**src/rtl/sub_9bit_serial_if.sv**
```systemverilog
// Handshake/operand bundle for sub_9bit_serial: operand input side and result output side.
interface sub_9bit_serial_if;
    logic       in_valid;
    logic       in_ready;
    logic [8:0] a;
    logic [8:0] b;
    logic       out_valid;
    logic       out_ready;
    logic [9:0] diff;
    logic       borrow;

    modport master (
        output in_valid, a, b, out_ready,
        input  in_ready, out_valid, diff, borrow
    );

    modport slave (
        input  in_valid, a, b, out_ready,
        output in_ready, out_valid, diff, borrow
    );
endinterface

```
**src/rtl/sub_9bit_serial.sv**
```systemverilog
// Bit-serial 9-bit unsigned subtractor (a - b, 10-bit two's complement result), LSB first.
// Optional macro SUB_9BIT_SAT_EN: negative results are presented as zero, borrow still set.
module sub_9bit_serial (
    input  logic                     clk,
    input  logic                     rst_n,
    sub_9bit_serial_if.slave         bus
);

    typedef enum logic [1:0] {IDLE, RUN, DONE} state_t;

    state_t     state_q, state_d;
    logic [3:0] cnt_q, cnt_d;
    logic       br_q, br_d;
    logic [8:0] a_q, a_d;
    logic [8:0] b_q, b_d;
    logic [8:0] acc_q, acc_d;
    logic [9:0] diff_q, diff_d;
    logic       borrow_q, borrow_d;

    logic       bit_d;
    logic       br_nx;

    // Operands shift right each RUN cycle, so bit i always sits at position 0.
    assign bit_d = a_q[0] ^ b_q[0] ^ br_q;
    assign br_nx = (~a_q[0] & b_q[0]) | (~(a_q[0] ^ b_q[0]) & br_q);

    always_comb begin
        state_d  = state_q;
        cnt_d    = cnt_q;
        br_d     = br_q;
        a_d      = a_q;
        b_d      = b_q;
        acc_d    = acc_q;
        diff_d   = diff_q;
        borrow_d = borrow_q;

        case (state_q)
            IDLE: begin
                if (bus.in_valid) begin
                    a_d     = bus.a;
                    b_d     = bus.b;
                    cnt_d   = '0;
                    br_d    = 1'b0;
                    state_d = RUN;
                end
            end
            RUN: begin
                a_d   = {1'b0, a_q[8:1]};
                b_d   = {1'b0, b_q[8:1]};
                acc_d = {bit_d, acc_q[8:1]};
                br_d  = br_nx;
                cnt_d = cnt_q + 4'd1;
                if (cnt_q == 4'd8) begin
                    state_d  = DONE;
                    diff_d   = {br_nx, bit_d, acc_q[8:1]};
                    borrow_d = br_nx;
`ifdef SUB_9BIT_SAT_EN
                    if (br_nx) begin
                        diff_d = '0;
                    end
`else
`endif
                end
            end
            DONE: begin
                if (bus.out_ready) begin
                    state_d = IDLE;
                end
            end
            default: state_d = IDLE;
        endcase
    end

    always_ff @(posedge clk) begin
        if (!rst_n) begin
            state_q  <= IDLE;
            cnt_q    <= '0;
            br_q     <= 1'b0;
            a_q      <= '0;
            b_q      <= '0;
            acc_q    <= '0;
            diff_q   <= '0;
            borrow_q <= 1'b0;
        end else begin
            state_q  <= state_d;
            cnt_q    <= cnt_d;
            br_q     <= br_d;
            a_q      <= a_d;
            b_q      <= b_d;
            acc_q    <= acc_d;
            diff_q   <= diff_d;
            borrow_q <= borrow_d;
        end
    end

    assign bus.in_ready  = (state_q == IDLE);
    assign bus.out_valid = (state_q == DONE);
    assign bus.diff      = diff_q;
    assign bus.borrow    = borrow_q;

endmodule
```
**src/flat_wrapper.sv**
```systemverilog
// flat-port wrapper written by rule: the top's interface ports become plain ports
module sub_9bit_serial_flat 
  (clk, rst_n, bus_in_valid, bus_a, bus_b, bus_out_ready, bus_in_ready, bus_out_valid, bus_diff, bus_borrow);
  sub_9bit_serial_if bus_i ();
  input  logic clk;
  input  logic rst_n;
  input wire logic [$bits(bus_i.in_valid)-1:0] bus_in_valid;
  input wire logic [$bits(bus_i.a)-1:0] bus_a;
  input wire logic [$bits(bus_i.b)-1:0] bus_b;
  input wire logic [$bits(bus_i.out_ready)-1:0] bus_out_ready;
  output wire logic [$bits(bus_i.in_ready)-1:0] bus_in_ready;
  output wire logic [$bits(bus_i.out_valid)-1:0] bus_out_valid;
  output wire logic [$bits(bus_i.diff)-1:0] bus_diff;
  output wire logic [$bits(bus_i.borrow)-1:0] bus_borrow;
  assign bus_i.in_valid = bus_in_valid;
  assign bus_i.a = bus_a;
  assign bus_i.b = bus_b;
  assign bus_i.out_ready = bus_out_ready;
  assign bus_in_ready = bus_i.in_ready;
  assign bus_out_valid = bus_i.out_valid;
  assign bus_diff = bus_i.diff;
  assign bus_borrow = bus_i.borrow;
  sub_9bit_serial u_core (.clk(clk), .rst_n(rst_n), .bus(bus_i));
endmodule
```
**config.mk**
```make
export PLATFORM = sky130hd
export DESIGN_NAME = sub_9bit_serial_flat
export DESIGN_NICKNAME = d
export VERILOG_FILES = /design/src/rtl/sub_9bit_serial_if.sv /design/src/rtl/sub_9bit_serial.sv /design/src/flat_wrapper.sv
export SDC_FILE = /design/constraint.sdc
export NUM_CORES = 1
export LEC_CHECK = 0
export ABC_CLOCK_PERIOD_IN_PS = 1610
export BUFFER_PORTS_ARGS = -buffer_cell sky130_fd_sc_hd__buf_4
export CAP_MARGIN = 0
export CORE_UTILIZATION = 54
export DETAILED_ROUTE_END_ITERATION = 8
export PLACE_DENSITY = 0.8
export SKIP_CTS_REPAIR_TIMING = 1
export SYNTH_ARGS = -nofsm -noshare
export SYNTH_HDL_FRONTEND = slang
export SYNTH_SLANG_ARGS = --single-unit
```
**constraint.sdc**
```tcl
create_clock -name clk -period 1.61 [get_ports clk]
set_input_delay 0.0805 -clock clk [delete_from_list [all_inputs] [get_ports clk]]
set_output_delay 0.0805 -clock clk [all_outputs]
set_load 0.01 [all_outputs]
```
* Yosys cells after proc, flatten, opt, wreduce, memory -nomap -nowiden
Cells that the tools add are included.
** Word-level totals
- Bits in registers :: 45
- Output and inout bits :: 13
- Word-level logic and storage cells :: 39
** Cells by class
- $add $sub $neg :: 1
- Equality and inequality tests :: 6
- Multiplexer cells :: 12
- Bitwise operators :: 7
- Reductions and logical operators :: 5
** Operators with widths (count)
- 9-bit one-hot mux with 2 select lines :: 2
- 9-bit 2-to-1 mux :: 2
- 4-bit one-hot mux with 2 select lines :: 1
- 2-bit 2-to-1 mux :: 3
- 2-bit one-hot mux with 3 select lines :: 1
- 4-bit by 1-bit adder with 4-bit output (second input constant) :: 1
- 4-bit equality test (second input constant) :: 1
- 4-bit 2-to-1 mux :: 1
- 2-bit != test (second input constant) :: 2
- 2-bit AND reduction :: 2
- 3-bit AND reduction :: 1
- 1-bit bitwise AND :: 2
- 2-bit by 1-bit equality test with 1-bit output (second input constant) :: 1
- 2-bit equality test (second input constant) :: 1
- 2-bit logical NOT :: 1
- 2-bit by 1-bit != test with 1-bit output (second input constant) :: 1
- 1-bit inverter :: 2
- 1-bit one-hot mux with 2 select lines :: 1
- 2-bit nonzero test :: 1
- 1-bit XOR :: 2
- 1-bit 2-to-1 mux :: 1
- 1-bit bitwise OR :: 1

* Logic depth before layout (Yosys ltp)
Gate-level depths: netlist of run 1.
- Word-level depth :: 5
- Gate-level depth with buffers :: 6
- Gate-level depth less buffers :: 5

* Worst setup path before layout of run 1
No wires, ideal clock.
- Path kind :: register -> register
- From :: reg u_core.cnt_q[0]
- To :: reg u_core.state_q[1]
- Setup time :: 0.115 ns
- Arrival :: 1.247 ns
- Path slack :: 0.248 ns
- Stages on the path, launching flop included :: 7
- Path buffers :: 1
- Path through :: dfxtp_1 -> inv_1 -> ha_1 -> and3b_1 -> and2_1 -> buf_6 -> o21a_1
** Between the ends
- Cells in the longest elaborated chain, start to end :: 3
** RTL lines
- from (decl) :: RTL line sub_9bit_serial.sv:12 : logic [3:0] cnt_q, cnt_d;
- from (signal assigned) :: RTL line sub_9bit_serial.sv:86 : cnt_q <= cnt_d;
- 4-bit equality test :: RTL line sub_9bit_serial.sv:53 : if (cnt_q == 4'd8) begin
- 2-bit by 1-bit != test with 1-bit output (no line)
- 3-bit AND reduction (no line)
- to (signal assigned) :: RTL line sub_9bit_serial.sv:85 : state_q <= state_d;
- to (decl) :: RTL line sub_9bit_serial.sv:11 : state_t state_q, state_d;
Every way passes these cells.
A chain may end at the register's enable or synchronous reset.

* Final worst setup path of run 1
- From :: reg u_core.state_q[1]
- To :: out bus_out_valid
** Between the ends
- Cells in the longest elaborated chain, start to end :: 1
** RTL lines
- 2-bit equality test :: RTL line sub_9bit_serial.sv:97 : assign bus.out_valid = (state_q == DONE);
- to (decl) :: RTL line flat_wrapper.sv:12 : output wire logic [$bits(bus_i.out_valid)-1:0] bus_out_valid;
Every way passes these cells.

==> results of run 1 <==
## worst min-delay path by stage
stage                        from                end  slack, ns  cells after the start
finish                   bus_b[6]      u_core.b_q[6]       0.02                      3
global route             bus_b[6]      u_core.b_q[6]       0.05                      3
CTS                 bus_out_ready  u_core.state_q[1]     0.0004                      3
detailed placement       bus_b[6]      u_core.b_q[6]       0.39                      3
global placement         bus_b[7]      u_core.b_q[7]       0.39                      3
floorplan                   rst_n    u_core.cnt_q[0]       0.29                      2
## final cells by class
cell class,count,area [sq um]
multi-input cells,152,950
clock inverters,3,23.8
repair buffers,43,342
fillers,290,1080
clock buffers,5,37.5
well taps,46,57.6
inverters,8,30.0
flip-flops and latches,43,865
## kinds of logic after synthesis
| family | share of synthesized area |
|---|---|
| AOI/OAI and AO/OA | 0.234 |
| and+or+nand+nor | 0.186 |
| DFF | 0.444 |
| buffers and inverters | 0.0665 |
| muxes | 0.0465 |
| adders and majority gates | 0.0232 |
## synth_stat cells, drive strengths merged (2+ instances only)
| library cell | count |
|---|---|
| clkbuf | 9 |
| nor2b | 2 |
| o22ai | 2 |
| a32o | 2 |
| buf | 10 |
| a22o | 2 |
| nand2 | 38 |
| inv | 7 |
| dfxtp | 43 |
| o21ai | 15 |
| mux2i | 9 |
| or3b | 14 |
| nor2 | 5 |
| ha | 2 |
| nand2b | 2 |
| nand3 | 2 |
| a21oi | 27 |
| o221ai | 16 |
| a211oi | 2 |
## metrics by stage
| step | std cells | setup TNS, ns | power (W) |
|---|---|---|---|
| 2_1_floorplan | 222 | 0 | 0.00132 |
| 3_3_place_gp | 291 | 0 | 0.00140 |
| 3_5_place_dp | 291 | 0 | 0.00141 |
| 4_1_cts | 299 | -0.128 | 0.00194 |
| 5_1_grt | 300 | 0 | 0.00203 |
| 6_report | 300 | 0 | 0.00193 |
## layout by cell type (no fill, tap or decap), drive strengths merged, types with 8 or more instances in the layout
| cell type | instances |
|---|---|
| dfxtp | 43 |
| buf | 42 |
| o21ai | 15 |
| a21oi | 27 |
| or3b | 14 |
| inv | 8 |
| nand2 | 38 |
| o221ai | 16 |
| mux2i | 9 |
## registers in the layout, summed over array words and instances (netlist names)
register and cells:
u_core.a_q 9, u_core.state_q 2, u_core.b_q 9, u_core.bus.diff 10, u_core.cnt_q 4, u_core.br_q 1, u_core.acc_q 8
## metal layers
metal  up-vias  part of all wire
li1        861                 -
met1       763              0.49
met2        38              0.44
met3         6             0.052
met4         0             0.014
met5         -                 0
## power groups by stage
stage               clock network, W  logic (W)  registers, W
finish                      0.000544   0.000239       0.00115
global route                0.000604   0.000269       0.00115
CTS                         0.000560   0.000237       0.00115
detailed placement                 0   0.000235       0.00117
global placement                   0   0.000232       0.00117
floorplan                          0   0.000161       0.00116
## worst register-to-register path: cells and delay by family, from the launching register on
family	cells	cell delay (ns)
buffers and inverters	1	0.08
AOI/OAI and AO/OA	1	0.25
DFF	1	0.40
adders and majority gates	1	0.19
and+or+nand+nor	2	0.51
==> results_dict.tcl, run 1 <==
set metrics [dict create \
    grt_antenna_before_repair 0 \
    startpoint_type "register" \
    power.switching_w 0.000526 \
    initial_core_util 0.572 \
    grt_pass1_wl_um 5970 \
    p_clk_frac 0.282 \
    avgSynthCellArea_sq_um 8.73 \
    stdcell_area_sq_um 2300 \
    powerDensity_nw_per_um2 837 \
    critPathCapture "bus_out_valid" \
    synth_edf_count 0 \
    power.leakage_nw 0.873 \
    grt_max_degree 39 \
    dieHeight_um 61.9 \
    hold_path_class "in -> reg" \
    p_comb_frac 0.124 \
    synth.area.top_cells "dfxtp_1, nand2_1, o221ai_1, a21oi_1, mux2i_1" \
    synthesis.nets 247 \
    drv_slew 0 \
    drt-total-wl_um 3770 \
    drtIter0Drc 98 \
    end_kind "primary output" \
    viasPerCell 5.56 \
    clkTransAtPathRegs_ns 0.14 \
    irDropWorstVdd_mv 0.718 \
    post_drt_wl_per_cell_um 12.6 \
    die-area_sq_um 3830 \
    h-tree-depth 2 \
    use_met2 0.326 \
    grt-busiest-layer "met2" \
    synth_top_area_frac 0.444 \
    core_sq_um 3390 \
    critical_path_buf_inv_count 4 \
    remaining_drc_errors 0 \
    setup_ws_ns 0.124 \
    dp_hpwl_um 2450 \
    swShare 0.273 \
    async_reset_ff_frac 0 \
    maxCapViolCount 0 \
    cp.depth 5 \
    areaGrowthSynthToFinish_pct 18.9 \
    hold_viol 0 \
    grt_pass1_vias 1378 \
    crit_chain "buf_12 > clkinv_1 > buf_6 > nor2_1 > buf_4" \
    p_seq_frac 0.594 \
    ys.flop_type "dfxtp_1" \
    max_slew_margin 0.663 \
    synth_cell_types 36 \
    port_buffers 34 \
    reg2reg_to "u_core.bus.diff[9]" \
    synth_warnings 0 \
    cts_buffers 5 \
    ys_ff_latch 43 \
    synth_area_leader_cell "dfxtp_1" \
    p_int_w 0.00140 \
    gr-total-overflow 0 \
    min_period_ns 1.49 \
    ctsLongestPathBuffers 2 \
    skew_ns 0.0170 \
    gp_congestion 0.721 \
    rr_worst_depth 5 \
    r2r_start "u_core.cnt_q[0]" \
    dr.pass1.iters 4 \
    cp_slowest_stage_delay_ns 0.41 \
    tightest_slew_ns 0.504 \
    placed_area_sq_um 2210 \
    crit_slowest_cell "dfxtp_4" \
    track_usage 0.214 \
    synthCells 222 \
    cp.arrival_ns 1.41 \
    crit_path_start "u_core.state_q[1]" \
    met1_usage 0.285 \
    cts_root_buf "clkbuf_4" \
    path_max_fanout 21 \
    rsz0062_at_grt "false" \
    antenna_left 0 \
    fmax_mhz 673 \
    vias 1668 \
    rows 21 \
    crit_family "buffers and inverters" \
    fin_crit_sh 0.923 \
    clkLatencyLatePin_ns 0.37 \
    worstSetupPathType "reg -> out" \
    antenna_cells 0 \
    whs_ns 0.0200 \
    crit_required_ns 1.53 \
    nets 278 \
    syn_area_sq_um 1940 \
    drive_gt1_frac 0.220 \
    place_ws_ns 0.00544 \
    finalSetupViolCount 0 \
    cts_tree "built" \
    status "finished clean" \
    rrSetupSlack_ns 0.12 \
    die_w_um 61.9 \
    yosysSeqAreaShare 0.444 \
    ioPinCount 35 \
    final_util 0.680 \
    clock_sinks 43 \
    grtUsageMet3 0.0621 \
]
No activity file was read; power rests on OpenSTA's default activity.
==> inputs of run 2 (changes only) <==
ABC_CLOCK_PERIOD_IN_PS = 1200   (was 1610)
CELL_PAD_IN_SITES_DETAIL_PLACEMENT = 1   (was not set)
CELL_PAD_IN_SITES_GLOBAL_PLACEMENT = 1   (was not set)
CORE_UTILIZATION = 37   (was 54)
PLACE_DENSITY = 0.77   (was 0.8)
clock period = 1.2 ns   (was 1.61 ns; I/O delays follow)
==> results_dict.tcl, run 2 (synthesized netlist as in run 1, its figures left out) <==
set metrics [dict create \
    status "finished with violations" \
    failed_checks "negative setup slack" \
    viasPerCell 5.41 \
    skew_ns 0.00511 \
    dp_hpwl_um 3190 \
    tightest_slew_ns 0.303 \
    remaining_drc_errors 0 \
    max_slew_margin 0.798 \
    gr-total-overflow 0 \
    dr.pass1.iters 4 \
    gp_congestion 0.709 \
    largest_register_ffs 10 \
    power.switching_w 0.000828 \
    h-tree-depth 2 \
    hold_viol 0 \
    hold_path_class "in -> reg" \
    finalSetupViolCount 10 \
    antenna_cells 0 \
    vias 1813 \
    clock_sinks 43 \
    clkTransAtPathRegs_ns 0.09 \
    cp.arrival_ns 1.48 \
    fmax_mhz 795 \
    ctsLongestPathBuffers 2 \
    rows 25 \
    crit_path_start "u_core.cnt_q[0]" \
    crit_slowest_cell "dfxtp_2" \
    p_clk_frac 0.337 \
    initial_core_util 0.397 \
    p_int_w 0.00211 \
    drv_slew 0 \
    clkLatencyLatePin_ns 0.31 \
    grt_max_degree 35 \
    cp_slowest_stage_delay_ns 0.34 \
    crit_required_ns 1.42 \
    swShare 0.282 \
    antenna_left 0 \
    reg2reg_to "u_core.bus.diff[3]" \
    port_buffers 34 \
    end_kind "register" \
    cts_tree "built" \
    path_max_fanout 6 \
    dp.cells 322 \
    dieHeight_um 74.4 \
    rr_worst_depth 5 \
    p_seq_frac 0.528 \
    grt_pass1_wl_um 8020 \
    areaGrowthSynthToFinish_pct 32.5 \
    core_sq_um 4880 \
    hp-start "bus_b[6]" \
    nets 292 \
    grt_pass1_vias 1688 \
    ioPinCount 35 \
    power.leakage_nw 0.974 \
    irDropWorstVdd_mv 0.853 \
    holdPathEnd "u_core.b_q[6]" \
    track_usage 0.193 \
    maxCapViolCount 0 \
    cts_buffers 5 \
    die_w_um 74.4 \
    crit_chain "inv_2 > ha_4 > and3b_2 > and2_4 > mux2i_1" \
    fin_crit_sh 1.05 \
    worstSetupPathType "reg -> reg" \
    whs_ns 0.0468 \
    grt_antenna_before_repair 0 \
    die-area_sq_um 5530 \
    min_period_ns 1.26 \
    rrSetupSlack_ns -0.06 \
    rsz0062_at_grt "true" \
    drtIter0Drc 75 \
    startpoint_type "register" \
    setup_ws_ns -0.0582 \
    whs_path_depth 3 \
    drt-total-wl_um 5330 \
    final_cell_mix "buf_4, nand2_1, dfxtp_1" \
    powerDensity_nw_per_um2 1140 \
    p_comb_frac 0.135 \
    cts_root_buf "clkbuf_8" \
    final_common_cell "buf_4" \
    fin_cells 335 \
    drive_gt1_frac 0.358 \
    post_drt_wl_per_cell_um 15.9 \
    r2r_start "u_core.cnt_q[0]" \
]
==> run 2: cell types whose count changed in the layout (fill, tap and decap cells not counted), sizes merged <==
cell         previous run  this run
inv                     8         9
buf                    42        56
dlygate4sd3             1         0
clkinv                  1         0
and2                    1         2
==> run 2: power groups by stage <==
stage	clock (W)	combinational [W]	sequential, W
6_report	0.000988	0.000396	0.00155
5_1_grt	0.00108	0.000438	0.00156
3_3_place_gp	0	0.000345	0.00157
3_5_place_dp	0	0.000354	0.00157
2_1_floorplan	0	0.000217	0.00156
4_1_cts	0.000998	0.000358	0.00154
==> run 2: routing by layer <==
| metal | vias up | GRT usage | routed length, um |
|---|---|---|---|
| met5 | - | 0 | 0 |
| met4 | 0 | 0.0860 | 86 |
| met2 | 34 | 0.303 | 2540 |
| met3 | 7 | 0.0407 | 165 |
| met1 | 890 | 0.255 | 2530 |
| li1 | 882 | - | - |
==> run 2: metrics by stage <==
step	total power (W)	setup slack [ns]	instance area (sq um)	util	setup TNS, ns
6_report	0.00293	-0.0582	2570	0.526	-0.186
3_3_place_gp	0.00191	-0.00750	2330	0.478	-0.00750
4_1_cts	0.00290	-0.237	2430	0.497	-0.981
2_1_floorplan	0.00178	-0.0321	1950	-	-0.0321
5_1_grt	0.00308	-0.0999	2570	0.526	-1.28
3_5_place_dp	0.00193	-0.0855	2330	0.478	-0.367
==> run 2: area by class of cell <==
cell class / instances / area (sq um)
fill: 585 / 2310
multi-input combinational: 153 / 1040
sequential: 43 / 867
timing repair buffer: 56 / 452
tap: 67 / 83.8
clock buffer: 5 / 68.8
inverter: 8 / 30.0
clock inverter: 3 / 23.8
==> run 2: how the worst max path moves through the flow <==
stage	slack [ns]	depth (start not counted)	endpoint
5_1_grt	-0.1	5	u_core.bus.diff[3]
2_1_floorplan	-0.03	6	u_core.state_q[1]
3_5_place_dp	-0.09	5	u_core.bus.diff[3]
3_3_place_gp	-0.007	5	u_core.state_q[1]
4_1_cts	-0.24	5	bus_out_valid
6_report	-0.06	5	u_core.bus.diff[3]
==> run 2: critical path, delay by kind of cell (launching register included) <==
family	cells	cell delay, ns
multiplexers	1	0.24
AND/OR/NAND/NOR	2	0.41
flip-flops	1	0.34
buffers and inverters	1	0.07
adder cells (fa/ha/maj)	1	0.11
